### src/rtl/spi_burst_slave.sv
// spi_burst_slave: SPI slave endpoint with a parametrised single-port register memory.
// One opcode per frame (SS_n low interval): set write/read pointer, or burst-write /
// burst-read words with auto-incrementing, wrapping pointers. MOSI sampled and MISO
// updated on posedge clk, MSB first.
module spi_burst_slave #(
   parameter int unsigned ADDR_WIDTH = 8,
   parameter int unsigned DATA_WIDTH = 8,
   parameter int unsigned MEM_DEPTH  = 256
) (
   input  logic clk,
   input  logic rst_n,
   input  logic SS_n,
   input  logic MOSI,
   output logic MISO
);

   // One shift register serves address, write data and read data
   localparam int unsigned MaxW = (ADDR_WIDTH > DATA_WIDTH) ? ADDR_WIDTH : DATA_WIDTH;
   localparam int unsigned CntW = $clog2(MaxW);
   localparam int unsigned IdxW = $clog2(MEM_DEPTH);

   localparam logic [CntW-1:0]       AddrLast = CntW'(ADDR_WIDTH - 1);
   localparam logic [CntW-1:0]       DataLast = CntW'(DATA_WIDTH - 1);
   localparam logic [ADDR_WIDTH-1:0] PtrMask  = ADDR_WIDTH'(MEM_DEPTH - 1);

   typedef enum logic [2:0] {
      StIdle,
      StGetOp,
      StAddr,
      StWdata,
      StRdata,
      StDone
   } state_e;

   state_e                r_state;
   state_e                w_state_d;
   logic [CntW-1:0]       r_cnt;
   logic [CntW-1:0]       w_cnt_d;
   logic [MaxW-1:0]       r_shift;
   logic [MaxW-1:0]       w_shift_d;
   logic                  r_op_hi;
   logic                  w_op_hi_d;
   logic [ADDR_WIDTH-1:0] r_wr_ptr;
   logic [ADDR_WIDTH-1:0] w_wr_ptr_d;
   logic [ADDR_WIDTH-1:0] r_rd_ptr;
   logic [ADDR_WIDTH-1:0] w_rd_ptr_d;
   logic                  r_miso;
   logic                  w_miso_d;

   logic [DATA_WIDTH-1:0] r_mem [MEM_DEPTH];
   logic                  w_mem_we;
   logic [DATA_WIDTH-1:0] w_mem_wdata;
   logic [DATA_WIDTH-1:0] w_rd_word;
   logic [MaxW-1:0]       w_shift_in;
   logic [ADDR_WIDTH-1:0] w_wr_inc;
   logic [ADDR_WIDTH-1:0] w_rd_inc;

   assign w_shift_in = {r_shift[MaxW-2:0], MOSI};
   assign w_rd_word  = r_mem[r_rd_ptr[IdxW-1:0]];
   assign w_wr_inc   = (r_wr_ptr + ADDR_WIDTH'(1)) & PtrMask;
   assign w_rd_inc   = (r_rd_ptr + ADDR_WIDTH'(1)) & PtrMask;
   assign MISO       = r_miso;

   // FSM state register
   always_ff @(posedge clk or negedge rst_n) begin
      if (!rst_n) begin
         r_state <= StIdle;
      end else begin
         r_state <= w_state_d;
      end
   end

   // FSM next-state: SS_n high always aborts the frame
   always_comb begin
      w_state_d = r_state;
      if (SS_n) begin
         w_state_d = StIdle;
      end else begin
         case (r_state)
            StIdle:  w_state_d = StGetOp;
            StGetOp: begin
               if (r_cnt != '0) begin
                  case ({r_op_hi, MOSI})
                     2'b01:   w_state_d = StWdata;
                     2'b11:   w_state_d = StRdata;
                     default: w_state_d = StAddr;
                  endcase
               end
            end
            StAddr:  if (r_cnt == AddrLast) w_state_d = StDone;
            default: ;
         endcase
      end
   end

   // FSM outputs: datapath next values, memory write strobe and next MISO bit
   always_comb begin
      w_cnt_d     = r_cnt;
      w_shift_d   = r_shift;
      w_op_hi_d   = r_op_hi;
      w_wr_ptr_d  = r_wr_ptr;
      w_rd_ptr_d  = r_rd_ptr;
      w_miso_d    = 1'b0;
      w_mem_we    = 1'b0;
      w_mem_wdata = w_shift_in[DATA_WIDTH-1:0];
      if (SS_n) begin
         // Partial words are simply dropped; pointers stay as they are
         w_cnt_d = '0;
      end else begin
         case (r_state)
            StIdle: w_cnt_d = '0;
            StGetOp: begin
               if (r_cnt == '0) begin
                  w_op_hi_d = MOSI;
                  w_cnt_d   = CntW'(1);
               end else begin
                  w_cnt_d = '0;
               end
            end
            StAddr: begin
               w_shift_d = w_shift_in;
               if (r_cnt == AddrLast) begin
                  w_cnt_d = '0;
                  if (r_op_hi) begin
                     w_rd_ptr_d = w_shift_in[ADDR_WIDTH-1:0];
                  end else begin
                     w_wr_ptr_d = w_shift_in[ADDR_WIDTH-1:0];
                  end
               end else begin
                  w_cnt_d = r_cnt + CntW'(1);
               end
            end
            StWdata: begin
               w_shift_d = w_shift_in;
               if (r_cnt == DataLast) begin
                  w_cnt_d    = '0;
                  w_mem_we   = 1'b1;
                  w_wr_ptr_d = w_wr_inc;
               end else begin
                  w_cnt_d = r_cnt + CntW'(1);
               end
            end
            StRdata: begin
               if (r_cnt == '0) begin
                  // Fetch the next word and drive its MSB in the same cycle so words abut
                  w_miso_d   = w_rd_word[DATA_WIDTH-1];
                  w_shift_d  = MaxW'(w_rd_word) << 1;
                  w_rd_ptr_d = w_rd_inc;
               end else begin
                  w_miso_d  = r_shift[DATA_WIDTH-1];
                  w_shift_d = r_shift << 1;
               end
               w_cnt_d = (r_cnt == DataLast) ? '0 : r_cnt + CntW'(1);
            end
            default: ;
         endcase
      end
   end

   // Datapath registers
   always_ff @(posedge clk or negedge rst_n) begin
      if (!rst_n) begin
         r_cnt    <= '0;
         r_shift  <= '0;
         r_op_hi  <= 1'b0;
         r_wr_ptr <= '0;
         r_rd_ptr <= '0;
         r_miso   <= 1'b0;
      end else begin
         r_cnt    <= w_cnt_d;
         r_shift  <= w_shift_d;
         r_op_hi  <= w_op_hi_d;
         r_wr_ptr <= w_wr_ptr_d;
         r_rd_ptr <= w_rd_ptr_d;
         r_miso   <= w_miso_d;
      end
   end

   // Memory write port; contents are deliberately not reset
   always_ff @(posedge clk) begin
      if (w_mem_we) begin
         r_mem[r_wr_ptr[IdxW-1:0]] <= w_mem_wdata;
      end
   end

endmodule
### config.mk
export PLATFORM = sky130hd
export DESIGN_NAME = spi_burst_slave
export DESIGN_NICKNAME = d
export VERILOG_FILES = /design/src/rtl/spi_burst_slave.sv
export SDC_FILE = /design/constraint.sdc
export NUM_CORES = 2
export LEC_CHECK = 0
export ABC_AREA = 1
export ABC_CLOCK_PERIOD_IN_PS = 5600
export BUFFER_PORTS_ARGS = -buffer_cell sky130_fd_sc_hd__buf_4
export CORE_UTILIZATION = 45
export CTS_BUF_LIST = sky130_fd_sc_hd__clkbuf_2 sky130_fd_sc_hd__clkbuf_4 sky130_fd_sc_hd__clkbuf_8
export DETAILED_ROUTE_END_ITERATION = 6
export GPL_ROUTABILITY_DRIVEN = 0
export PLACE_DENSITY_LB_ADDON = 0.05
export SLEW_MARGIN = 40
export SYNTH_ARGS = -nofsm -noshare
export SYNTH_HDL_FRONTEND = slang
export SYNTH_SLANG_ARGS = --single-unit
### constraint.sdc
create_clock -name clk -period 5.6 [get_ports clk]
set_clock_uncertainty 0.2 [all_clocks]
set_input_delay 0.56 -clock clk [delete_from_list [all_inputs] [get_ports clk]]
set_output_delay 0.56 -clock clk [all_outputs]
set_load 0.02 [all_outputs]
* After elaboration in Yosys (flattened, before gate mapping)
Memories as Yosys holds them, arrays and structs flattened.
Cells that the tools add are included.
Widths: inputs -> output; s select.
** Word-level totals
- Flip-flop bits (word level) :: 32
- RAM bits :: 2048
- Word-level logic and storage cells :: 68
- Memories kept :: 1
** Memory list
- r_mem :: words 256, width 8, rd ports 1, clocked after Yosys merged registers in 0, write ports 1, line 50 : logic [DATA_WIDTH-1:0] r_mem [MEM_DEPTH];
** Cells by class
- Add/subtract/negate cells :: 3
- Equality and inequality tests :: 14
- Mux-type cells :: 27
- Bitwise logic cells :: 1
- Reductions and logical operators :: 15
** Operators by type and width (number)
- $mux 8 :: 7
- $pmux 8 s2 :: 3
- $pmux 3 s3 :: 2
- $add 8x1->8 const B :: 2
- $mux 3 :: 5
- $ne 2x2->1 const B :: 5
- $reduce_and 5->1 :: 2
- $mux 1 :: 9
- $reduce_bool 4->1 :: 2
- $eq 3x2->1 const B :: 2
- $eq 3x3->1 const B :: 2
- $logic_not 3->1 :: 2
- $ne 3x3->1 const B :: 2
- $pmux 3 s2 :: 1
- $reduce_and 3->1 :: 2
- $reduce_bool 2->1 :: 3
- $add 3x1->3 const B :: 1
- $eq 3x1->1 const B :: 1
- $reduce_bool 3->1 :: 1
- $reduce_or 3->1 :: 1
- $eq 2x1->1 const B :: 1
- $eq 2x2->1 const B :: 1
- $reduce_and 2->1 :: 1
- $reduce_or 2->1 :: 1
- $not 1->1 :: 1

* Depth between registers and ports, before layout
- Depth after elaboration :: 6
- Mapped depth :: 22
- Gate-level depth less buffers :: 18

* Worst setup path before layout
No wires, ideal clock.
- Path type :: flip-flop to flip-flop
- From :: register r_shift[5]
- To :: memory r_mem[0][6], data pin
- Setup time :: 0.811 ns
- Data arrival time :: 3.219 ns
- Path slack :: 1.369 ns
- Stages on the path, launching flop included :: 1
- Period minus slack after synthesis :: 4.231 ns
- Path through :: dfrtp_1
** RTL lines
- start: declaration :: line 39 : logic [MaxW-1:0] r_shift;
- start signal: assignment :: line 171 : r_shift <= w_shift_d;
- end: declaration :: line 50
No word-level cell before the write port.

* Worst setup path in the final report
- From :: register r_rd_ptr[0]
- To :: register r_shift[3]
** On the way
- Word-level cells in the longest chain between the ends :: 3
** Ends and longest elaborated chain
- start: declaration :: line 45 : logic [ADDR_WIDTH-1:0] r_rd_ptr;
- start signal: assignment :: line 174 : r_rd_ptr <= w_rd_ptr_d;
- $mem_v2 256x8
- $mux 8 :: line 144 : if (r_cnt == '0) begin
- $pmux 8 s2 :: line 110 : case (r_state)
Every way passes these cells.
A chain may end at the register's enable or synchronous reset.

==> flow_metrics.env <==
export IMPL_finalMaxSlewViolations=0
export IMPL_core_region_area_mm2=0.191
export IMPL_n_fill_cell=17300
export IMPL_cts_made_buffers=372
export IMPL_crit_required_ns=6.31
export IMPL_std_cell_rows=160
export IMPL_period_share_pct=70.7
export IMPL_cts_tree="built"
export IMPL_drtIter0Drc=5671
export IMPL_finalSetupTns_ns=0
export IMPL_start_util_pct=45.5
export IMPL_dieWidth_um=442
export IMPL_min_period_ns=3.96
export IMPL_rsz0062_at_grt="no"
export IMPL_clockBufferDepth=4
export IMPL_ir_worst_vdd_mv=0.564
export IMPL_p_switching_mw=20.2
export IMPL_dieHeight_um=442
export IMPL_antenna_found_initial=8
export IMPL_cp_end_kind="flop"
export IMPL_fin_cells=10600
export IMPL_path_class="reg2reg"
export IMPL_critPathMostFrequentCell="nand2_1"
export IMPL_worstPathCellList="inv_8, buf_16, buf_12, nand2_1, nand2_1, nand2_1, o21ai_0, nand2_1, nand2_1, inv_1, nand2_1, a21oi_1, nand3_1, nand3_1, nand3_1, nand2_1, nand2_1"
export IMPL_clk_insertion_delay_late_ns=1.06
export IMPL_syn_nets=7832
export IMPL_portBuffers=4
export IMPL_swShare_pct=39.9
export IMPL_hp_start="SS_n"
export IMPL_outcome="finished clean"
export IMPL_arrival_ns=4.67
export IMPL_clkTransAtPathRegs_ns=0.06
export IMPL_worst_pin_slew_ns=0.899
export IMPL_cts_repair_resized=0
export IMPL_io_pins=5
export IMPL_nets=7871
export IMPL_slowest_delay_ns=0.89
export IMPL_detail_route_antenna_nets=0
export IMPL_synth_seq_area_share_pct=71.7
export IMPL_routedWlPerCell_um=24.5
export IMPL_min_to="r_cnt[0]$_DFFE_PN0P_"
export IMPL_grt_pass1_wl_mm=381
export IMPL_hold_class="in2reg"
export IMPL_cts_htree_levels=5
export IMPL_drc=0
export IMPL_gr_total_overflow=0
export IMPL_netlist_instances=7820
export IMPL_rrSetupSlack_ns=1.64
export IMPL_slowest_stage="dfrtp_4"
export IMPL_powerDensity_mw_per_mm2=525
export IMPL_crit_buf_inv=4
export IMPL_syn_area_mm2=0.0869
export IMPL_vias_per_cell=5.43
export IMPL_die_area_mm2=0.195
export IMPL_worstHoldPathCells=3
export IMPL_seqPwrFrac_pct=38.5
export IMPL_ys_types=32
export IMPL_reg2reg_depth=17
export IMPL_area_growth_pct=10.8
export IMPL_finalHoldViolations=0
export IMPL_crit_start="r_rd_ptr[0]$_DFFE_PN0P_"
export IMPL_p_int_mw=30.4
export IMPL_r2r_end="r_shift[3]$_DFFE_PN0P_"
export IMPL_num_vias=57700
export IMPL_critPathLaunchType="flop"
export IMPL_crit_path_max_fanout=83
export IMPL_dpl_cell_count=9989
export IMPL_reg2reg_from="r_rd_ptr[0]$_DFFE_PN0P_"
export IMPL_synth_seq_cells=2080
export IMPL_register_area_mm2=0.0623
export IMPL_clockPowerShare_pct=26.6
export IMPL_power_mw=50.6
export IMPL_fmax_mhz=253
export IMPL_dp_hpwl_mm=145
export IMPL_drv_cap=0
export IMPL_yosysWarnings=0
export IMPL_drive_gt1_share_pct=9.20
export IMPL_hold_ws_ns=0.254
export IMPL_grt_total_usage_pct=26.5
export IMPL_power_leakage_nw=35.2
export IMPL_ctsRootBufferMaster="clkbuf_8"
export IMPL_drt_wl_total_mm=260
export IMPL_multi_input_area_mm2=0.0207
export IMPL_cts_num_sinks=2080
export IMPL_p_comb_share_pct=34.9
export IMPL_grt_max_degree=152
export IMPL_maxSlewHeadroom_pct=40.1
export IMPL_first_pass_iters=5
export IMPL_syn_avg_cell_area_um2=11.1
export IMPL_grt_pass1_vias=56100
export IMPL_setup_violations=0
export IMPL_path_delay_family="simple AND/OR/NAND/NOR gates"
## tightest hold or removal path: stages
cell and delay (ns):
dlygate4sd3_1 0.59, buf_4 0.19, o22ai_1 0.09
## power by group through the flow
stage | clock, mW | sequential, mW | combinational (mW)
floorplan | 0 | 20.5 | 10.0
global placement | 0 | 20.0 | 17.4
detailed placement | 0 | 19.8 | 17.6
CTS | 13.7 | 19.5 | 17.7
global route | 14.3 | 19.5 | 19.2
finish | 13.4 | 19.5 | 17.7
## layout make-up
type                       count  area share [%]
antenna                        4          0.0104
tap                         2511            3.26
timing repair buffer         131            1.62
sequential                  2080            64.7
clock buffer                 500            6.34
clock inverter               136           0.745
multi-input combinational   4815            21.5
inverter                     459            1.82
## registers in the layout, indices dropped and copies added (netlist names)
register / cells
r_state: 3
MISO: 1
r_cnt: 3
r_rd_ptr: 8
r_wr_ptr: 8
r_op_hi: 1
r_mem: 2048
r_shift: 8
## kinds of logic after synthesis
| logic type | count (synthesis) | synth area share [%] |
|---|---|---|
| xor+xnor | 4 | 0.0403 |
| buf+inv | 925 | 4.73 |
| mux | 2 | 0.0230 |
| compound gates | 963 | 5.90 |
| simple gates | 3838 | 17.5 |
| fa+ha+maj | 8 | 0.115 |
| flops | 2080 | 71.7 |
## metal layers
layer	GRT usage, %	wire length (um)
met1	37.5	115000
met2	41.9	121000
met3	3.94	15900
met4	9.27	8210
met5	0	34
## worst max-delay path by stage
stage,end,slack [ns],depth (start not counted)
floorplan,r_mem[0][6]$_DFFE_PP_,1.37,0
global placement,r_mem[248][1]$_DFFE_PP_,1.66,8
detailed placement,r_mem[1][4]$_DFFE_PP_,1.72,9
CTS,r_shift[3]$_DFFE_PN0P_,1.74,17
global route,r_shift[3]$_DFFE_PN0P_,1.60,17
finish,r_shift[3]$_DFFE_PN0P_,1.64,17
## placed cells by master, fill, tap and decap left out, types with 110 or more instances in the layout
cell type and count:
a21oi_1 110, clkbuf_4 124, clkbuf_8 376, clkinv_1 113
edfxtp_1 2048, inv_1 444, nand2_1 1757, nand3_1 593
nor2_1 1406, o21ai_0 661
## through the flow
step | instance area (um^2) | utilization [%] | setup WS (ns)
2_1_floorplan | 86900 | - | 1.37
3_3_place_gp | 89200 | 46.7 | 1.66
3_5_place_dp | 89400 | 46.8 | 1.72
4_1_cts | 96200 | 50.4 | 1.74
5_1_grt | 96300 | 50.4 | 1.60
6_report | 96300 | 50.4 | 1.64
## synthesized netlist by cell type
cell | instances | area share, %
o21ai_0 | 661 | 3.8
o21ai_1 | 55 | 0.32
clkbuf_1 | 147 | 0.63
nor2_1 | 1431 | 6.2
o211ai_1 | 101 | 0.87
xor2_1 | 4 | 0.040
inv_1 | 448 | 1.9
buf_4 | 39 | 0.34
buf_2 | 196 | 1.1
nor2_2 | 1 | 0.0072
nor4_1 | 5 | 0.036
edfxtp_1 | 2048 | 71
nor3_1 | 10 | 0.058
ha_1 | 8 | 0.12
a31oi_1 | 5 | 0.036
nor3_2 | 1 | 0.012
buf_6 | 33 | 0.43
nand2_1 | 1772 | 7.7
a21oi_1 | 111 | 0.64
o221ai_1 | 1 | 0.010
buf_1 | 49 | 0.21
dfrtp_1 | 32 | 0.92
inv_2 | 3 | 0.013
a22oi_1 | 3 | 0.026
o22ai_1 | 25 | 0.18
clkbuf_2 | 2 | 0.012
o32ai_1 | 1 | 0.010
clkinv_1 | 8 | 0.035
and3_1 | 1 | 0.0072
or2_2 | 16 | 0.12
nand3_1 | 601 | 3.5
mux2i_1 | 2 | 0.023
## timing repair
item | 4_1_cts | 5_1_grt
endpoints found under the hold margin | 122 | 0
hold buffers | 5 | 0
setup endpoints to repair | 0 | 0
buffers inserted | 0 | 0
(Power assumes the default switching activity.)
